[config.mk]
export PLATFORM = sky130hd
export DESIGN_NAME = aes_core_arbiter
export DESIGN_NICKNAME = d
export VERILOG_FILES = /design/src/rtl/aes_core_arbiter.sv
export SDC_FILE = /design/constraint.sdc
export NUM_CORES = 1
export LEC_CHECK = 0
export BUFFER_PORTS_ARGS = -buffer_cell sky130_fd_sc_hd__buf_2
export CAP_MARGIN = 0
export CORE_AREA = 2 2 356 358
export CTS_CLUSTER_SIZE = 28
export DETAILED_ROUTE_END_ITERATION = 6
export DIE_AREA = 0 0 358 360
export GPL_TIMING_DRIVEN = 1
export PLACE_DENSITY_LB_ADDON = 0.12
export SKIP_CTS_REPAIR_TIMING = 1
export SYNTH_ARGS = -nofsm -noshare
export SYNTH_HDL_FRONTEND = slang
export SYNTH_SLANG_ARGS = --single-unit
[constraint.sdc]
create_clock -name clk -period 3.02 [get_ports clk]
set_input_delay 0.755 -clock clk [delete_from_list [all_inputs] [get_ports clk]]
set_output_delay 0.755 -clock clk [all_outputs]
set_load 0.005 [all_outputs]
[src/rtl/aes_core_arbiter.sv]
// Round-robin arbiter sharing a single aes_encrypt core among N_REQ requesters.
// One transaction is in flight at a time; a core timeout is reported as rsp_err with a zero ciphertext.
module aes_core_arbiter #(
   parameter int  N_REQ   = 4,
   parameter int  TIMEOUT = 64,
   localparam int ID_W    = $clog2(N_REQ)
) (
   input  logic                 clk,
   input  logic                 rst_n,
   input  logic [N_REQ-1:0]     req_valid,
   output logic [N_REQ-1:0]     req_ready,
   input  logic [N_REQ*128-1:0] req_pt,
   output logic                 rsp_valid,
   input  logic                 rsp_ready,
   output logic [127:0]         rsp_ct,
   output logic [ID_W-1:0]      rsp_id,
   output logic                 rsp_err,
   output logic                 core_load,
   output logic [127:0]         core_pt,
   input  logic [127:0]         core_ct,
   input  logic                 core_valid,
   output logic                 busy
);
   localparam int TMR_W = $clog2(TIMEOUT + 1);

   typedef enum logic [1:0] {S_IDLE, S_ISSUE, S_WAIT, S_RESP} state_t;

   state_t             state_q, state_d;
   logic [ID_W-1:0]    rr_q, rr_d, rsp_id_q, rsp_id_d;
   logic [ID_W-1:0]    grant_idx_s, scan_idx_s;
   logic               grant_found_s;
   int                 scan_s;
   logic [TMR_W-1:0]   timer_q, timer_d, timer_inc_s;
   logic [127:0]       core_pt_q, core_pt_d, rsp_ct_q, rsp_ct_d;
   logic [127:0]       pt_arr_s [N_REQ];
   logic               core_load_q, core_load_d, rsp_valid_q, rsp_valid_d;
   logic               rsp_err_q, rsp_err_d, busy_q, busy_d;

   // Unpack the flat plaintext bus into per-requester words
   always_comb begin
      for (int k = 0; k < N_REQ; k++) begin
         pt_arr_s[k] = req_pt[k*128 +: 128];
      end
   end

   // Round-robin search: first valid requester at or above the pointer, wrapping
   always_comb begin
      grant_found_s = 1'b0;
      grant_idx_s   = '0;
      scan_s        = 0;
      scan_idx_s    = '0;
      for (int k = 0; k < N_REQ; k++) begin
         scan_s = int'(rr_q) + k;
         if (scan_s >= N_REQ) begin
            scan_s = scan_s - N_REQ;
         end else begin
            scan_s = scan_s;
         end
         scan_idx_s = ID_W'(scan_s);
         if (!grant_found_s && req_valid[scan_idx_s]) begin
            grant_found_s = 1'b1;
            grant_idx_s   = scan_idx_s;
         end else begin
            grant_found_s = grant_found_s;
         end
      end
   end

   // Grant is offered only while idle
   always_comb begin
      req_ready = '0;
      if (state_q == S_IDLE && grant_found_s) begin
         req_ready[grant_idx_s] = 1'b1;
      end else begin
         req_ready = '0;
      end
   end

   // Next-state and registered-output computation
   always_comb begin
      state_d     = state_q;
      rr_d        = rr_q;
      rsp_id_d    = rsp_id_q;
      timer_d     = timer_q;
      core_pt_d   = core_pt_q;
      rsp_ct_d    = rsp_ct_q;
      rsp_err_d   = rsp_err_q;
      rsp_valid_d = rsp_valid_q;
      busy_d      = busy_q;
      core_load_d = 1'b0;
      timer_inc_s = timer_q + TMR_W'(1);
      case (state_q)
         S_IDLE: begin
            if (grant_found_s) begin
               core_pt_d   = pt_arr_s[grant_idx_s];
               rsp_id_d    = grant_idx_s;
               if (grant_idx_s == ID_W'(N_REQ - 1)) begin
                  rr_d = '0;
               end else begin
                  rr_d = grant_idx_s + ID_W'(1);
               end
               core_load_d = 1'b1;
               busy_d      = 1'b1;
               state_d     = S_ISSUE;
            end else begin
               state_d = S_IDLE;
            end
         end
         S_ISSUE: begin
            timer_d = '0;
            state_d = S_WAIT;
         end
         S_WAIT: begin
            // A result arriving on the last allowed cycle still beats the timeout
            if (core_valid) begin
               rsp_ct_d    = core_ct;
               rsp_err_d   = 1'b0;
               rsp_valid_d = 1'b1;
               state_d     = S_RESP;
            end else if (timer_inc_s == TMR_W'(TIMEOUT - 1)) begin
               rsp_ct_d    = '0;
               rsp_err_d   = 1'b1;
               rsp_valid_d = 1'b1;
               state_d     = S_RESP;
            end else begin
               timer_d = timer_inc_s;
            end
         end
         S_RESP: begin
            if (rsp_ready) begin
               rsp_valid_d = 1'b0;
               busy_d      = 1'b0;
               state_d     = S_IDLE;
            end else begin
               state_d = S_RESP;
            end
         end
         default: begin
            rsp_valid_d = 1'b0;
            busy_d      = 1'b0;
            state_d     = S_IDLE;
         end
      endcase
   end

   // State and output registers
   always_ff @(posedge clk or negedge rst_n) begin
      if (!rst_n) begin
         state_q     <= S_IDLE;
         rr_q        <= '0;
         rsp_id_q    <= '0;
         timer_q     <= '0;
         core_pt_q   <= '0;
         rsp_ct_q    <= '0;
         rsp_err_q   <= 1'b0;
         rsp_valid_q <= 1'b0;
         busy_q      <= 1'b0;
         core_load_q <= 1'b0;
      end else begin
         state_q     <= state_d;
         rr_q        <= rr_d;
         rsp_id_q    <= rsp_id_d;
         timer_q     <= timer_d;
         core_pt_q   <= core_pt_d;
         rsp_ct_q    <= rsp_ct_d;
         rsp_err_q   <= rsp_err_d;
         rsp_valid_q <= rsp_valid_d;
         busy_q      <= busy_d;
         core_load_q <= core_load_d;
      end
   end

   assign rsp_valid = rsp_valid_q;
   assign rsp_ct    = rsp_ct_q;
   assign rsp_id    = rsp_id_q;
   assign rsp_err   = rsp_err_q;
   assign core_load = core_load_q;
   assign core_pt   = core_pt_q;
   assign busy      = busy_q;
endmodule

==> run summary <==
The final wirelength came out at just over 90 mm. Fill cells in the final layout number ~14000. The met2 capacity usage during global routing came out at 0.2321. TritonCTS built the clock tree.

The share of cells above drive strength 1 came out at 0.4769. The initial standard-cell utilization of the core came out at 0.1157. The buffer type at the clock tree root is sky130_fd_sc_hd__clkbuf_16. The slew at the pin closest to its max-slew limit came out at between 1 and 1.5 ns. STA classifies the critical path startpoint as a register. For this run, global-route usage on met3 was measured as 0.04725.

The number of antenna violations at the first check in global routing is between 40 and 50. The worst register-to-register path begins at rr_q[1]$_DFFE_PN0P_. The share of the yosys chip area belonging to registers came out at 0.4727. The commonest cells after synthesis are sky130_fd_sc_hd__dfrtp_1, sky130_fd_sc_hd__a22o_1, sky130_fd_sc_hd__mux2i_1. The number of nets still failing antenna checks after routing is 0. The time the final worst path needs with I/O delays and setup is 2.993 ns. The post-route clock period utilization is 0.9909. The reg2reg setup slack came out at 0.23 ns. The first-pass detailed-route iteration total came out at 5. Counting stages on the worst path, the most repeated cell is sky130_fd_sc_hd__buf_6.

The die outline height is between 300 and 400 um. The core region area is about 0.12 mm2. For this run, global-route usage on met1 was measured as 0.1512. The number of warnings printed during yosys synthesis came out at 0. The post-route clock skew came out at about 0.029 ns. The remaining routing DRC violations came out at 0. The share of synthesized area in the top cell type comes to 0.4727.

By startpoint and endpoint, the worst setup path is classified as register to output port. Buffers placed on the I/O ports in this run total between 900 and 1000. The timing-limited maximum frequency came out at 334.2 MHz. The vias per cell is between 3 and 4.

The power consumption came out at ~21000 uW. The clock latency at the later pin of the worst-skew pair is 0.60 ns. The count of distinct cell types in the synthesized netlist came out at 48. The required time at the worst-slack endpoint is about 2.3 ns. Setup repair after global routing could not meet its margin everywhere. The analysis attributes to cell leakage a power of approximately 0.011 uW. Of all cell types, the one taking the most synthesized area is sky130_fd_sc_hd__dfrtp_1. The post-synthesis instance area is about 0.014 mm2.

The largest fanout of any net on the critical path is 5. During I/O placement, the number of pins put on the boundary was a little over 900. In the global route stage, overall resource usage came out at 0.1342. The global-route congestion overflow total is 0. The final routed wire length divided by cell count came out at 23.07 um. The max-capacitance violation count came out at 0. Entering global routing, the biggest net connects 77 pins. The arrival time of data at the critical path endpoint is around 2.2 ns. The tightest hold path in the finished design has a slack of 0.1518 ns.

The path class of the lowest-slack min-delay path is input port to async pin. The net count after synthesis came out at 2023. The number of buffers on the longest clock path is 3. The normalized max-slew margin came out at 0.2501. For this design, the slowest cell found on the critical path is sky130_fd_sc_hd__dfrtp_2. The depth of the worst register-to-register path is 10. The clock net sink count is between 200 and 300.

The areal power density over the cells is approximately 900 mW/mm2. The floorplan step set the die width to between 300 and 400 um. Of all flip-flops after synthesis, the portion carrying an async set or reset was 1.000. The count of H-tree levels built during CTS is 2. The most frequent cell after synthesis is sky130_fd_sc_hd__dfrtp_1. The layout net count came out at about 2900. met2 is the most crowded layer. The number of synthesized register bits came out at 273. The number of synthesized flops with an enable pin is 0. The final max-slew violation count is 0. The area of the die came out at around 0.13 mm2. Sorting the synthesized cells by area gives the leading types as sky130_fd_sc_hd__dfrtp_1, sky130_fd_sc_hd__mux2i_1, sky130_fd_sc_hd__a22o_1. The worst setup path is captured at an output port.

The critical path goes through mux2i_1 -> buf_4 -> nor2_4 -> nor3_4 -> buf_12 -> buf_6 -> ha_4 -> and2_4 -> buf_6. The synthesized area per cell is 10.56 um2. The wire length of the first global-routing pass is between 100 and 150 mm. The count of standard-cell rows is between 100 and 150.

The end of the worst register-to-register path is core_pt[78]$_DFFE_PN0P_. Compared with the post-synthesis result, the final layout area differs by 58.55%. The number of DRC violations after detailed-routing iteration 0 came out at between 800 and 900. Detailed routing inserted a total of roughly 16000 vias. The number of instances in the synthesized netlist came out at 1369. In the synthesized netlist the dominant register cell turns out to be sky130_fd_sc_hd__dfrtp_1. The number of clock buffers inserted by TritonCTS came out at 41. The run finished with clean final reports. The clock transition time at the flip-flop clock pins of the worst setup and hold paths came out at roughly 0.060 ns.

The number of global-route vias before repair was roughly 17000. The number of endpoints failing setup at the final stage is 0. The detailed placer's ending HPWL is around 67 mm. In this design, the stage delay of the slowest critical-path cell is between 0.4 and 0.5 ns. The maximum VDD drop is around 360 uV. Routability-driven placement finished with a final weighted congestion of 0.7766.

The hold violation total from the final report came out at 0.
-- worst max-delay path: cells and delay by family, from the launching register on --
| kind | cells | cell delay, ns |
|---|---|---|
| adder cells (fa/ha/maj) | 1 | 0.11 |
| buffers and inverters | 4 | 0.50 |
| AND/OR/NAND/NOR | 3 | 0.41 |
| multiplexers | 1 | 0.22 |
| flip-flops | 1 | 0.41 |
-- state kept, by name (all words and copies together), names as in the netlist --
register,cells
rsp_valid,1
timer_q,7
rsp_id,2
rsp_err,1
core_pt,128
rsp_ct,128
core_load,1
rr_q,2
busy,1
state_q,2
-- worst max path at each step --
stage / start / end
finish: rr_q[1]$_DFFE_PN0P_ / req_ready[1]
global route: rr_q[1]$_DFFE_PN0P_ / req_ready[0]
CTS: rr_q[1]$_DFFE_PN0P_ / req_ready[1]
detailed placement: req_valid[0] / core_pt[49]$_DFFE_PN0P_
global placement: req_valid[2] / req_ready[1]
floorplan: req_valid[2] / req_ready[2]
-- cells by family after synthesis --
logic type | count (synthesis) | synth area share
AND/OR/NAND/NOR | 303 | 0.1158
adder cells (fa/ha/maj) | 6 | 0.005195
multiplexers | 129 | 0.09048
XOR/XNOR | 2 | 0.001212
buffers and inverters | 168 | 0.05030
AO/OA/AOI/OAI | 488 | 0.2643
flip-flops | 273 | 0.4727
-- metrics by stage --
| stage | instances | setup WS, ns | utilization | setup TNS (ns) | area, um2 |
|---|---|---|---|---|---|
| after floorplan | 1369 | 0.1554 | - | 0 | 14450 |
| after global placement | 3846 | -0.04648 | 0.1710 | -0.09076 | 21370 |
| after detailed placement | 3846 | -0.02301 | 0.1710 | -0.06372 | 21370 |
| after CTS | 3918 | -0.3508 | 0.1822 | -1.184 | 22760 |
| after global routing | 3929 | -0.1168 | 0.1833 | -0.4410 | 22900 |
| final | 3935 | 0.02747 | 0.1834 | 0 | 22910 |
-- power by group --
part / leakage [uW] / switching, uW / total [uW] / internal (uW)
clock: 0.000687 / 2010 / 5110 / 3100
sequential: 0.00334 / 1030 / 6410 / 5390
combinational: 0.00700 / 5130 / 9150 / 4020
-- cell usage in the layout (no fill, tap or decap), types with 14 or more instances in the layout --
cell / n
sky130_fd_sc_hd__o31ai_1: 75
sky130_fd_sc_hd__buf_4: 49
sky130_fd_sc_hd__diode_2: 14
sky130_fd_sc_hd__nand2_1: 79
sky130_fd_sc_hd__clkbuf_16: 42
sky130_fd_sc_hd__nor2_1: 60
sky130_fd_sc_hd__buf_2: 908
sky130_fd_sc_hd__a221o_1: 14
sky130_fd_sc_hd__mux2i_1: 116
sky130_fd_sc_hd__a22o_1: 129
sky130_fd_sc_hd__dfrtp_1: 271
sky130_fd_sc_hd__a211oi_1: 106
sky130_fd_sc_hd__a21oi_1: 16
sky130_fd_sc_hd__and4_1: 53
sky130_fd_sc_hd__a21o_1: 63
sky130_fd_sc_hd__nand4_1: 76
sky130_fd_sc_hd__buf_12: 27
sky130_fd_sc_hd__o211ai_1: 63
-- layout make-up --
class,instances,area [um2],share of cell area
antenna,14,35.03,0.001529
clock buffer,58,1191,0.05198
clock inverter,14,206.4,0.009010
inverter,8,45.04,0.001966
multi-input combinational,928,7013,0.3061
sequential,273,6834,0.2983
tap,1650,2064,0.09010
timing repair buffer,990,5524,0.2411
-- layer usage --
layer | share of wire | vias to the layer above
met1 | 0.39 | 7625
met5 | 0.0023 | -
met2 | 0.49 | 729
met4 | 0.031 | 34
li1 | - | 7136
met3 | 0.086 | 150
(Power assumes the default switching activity.)
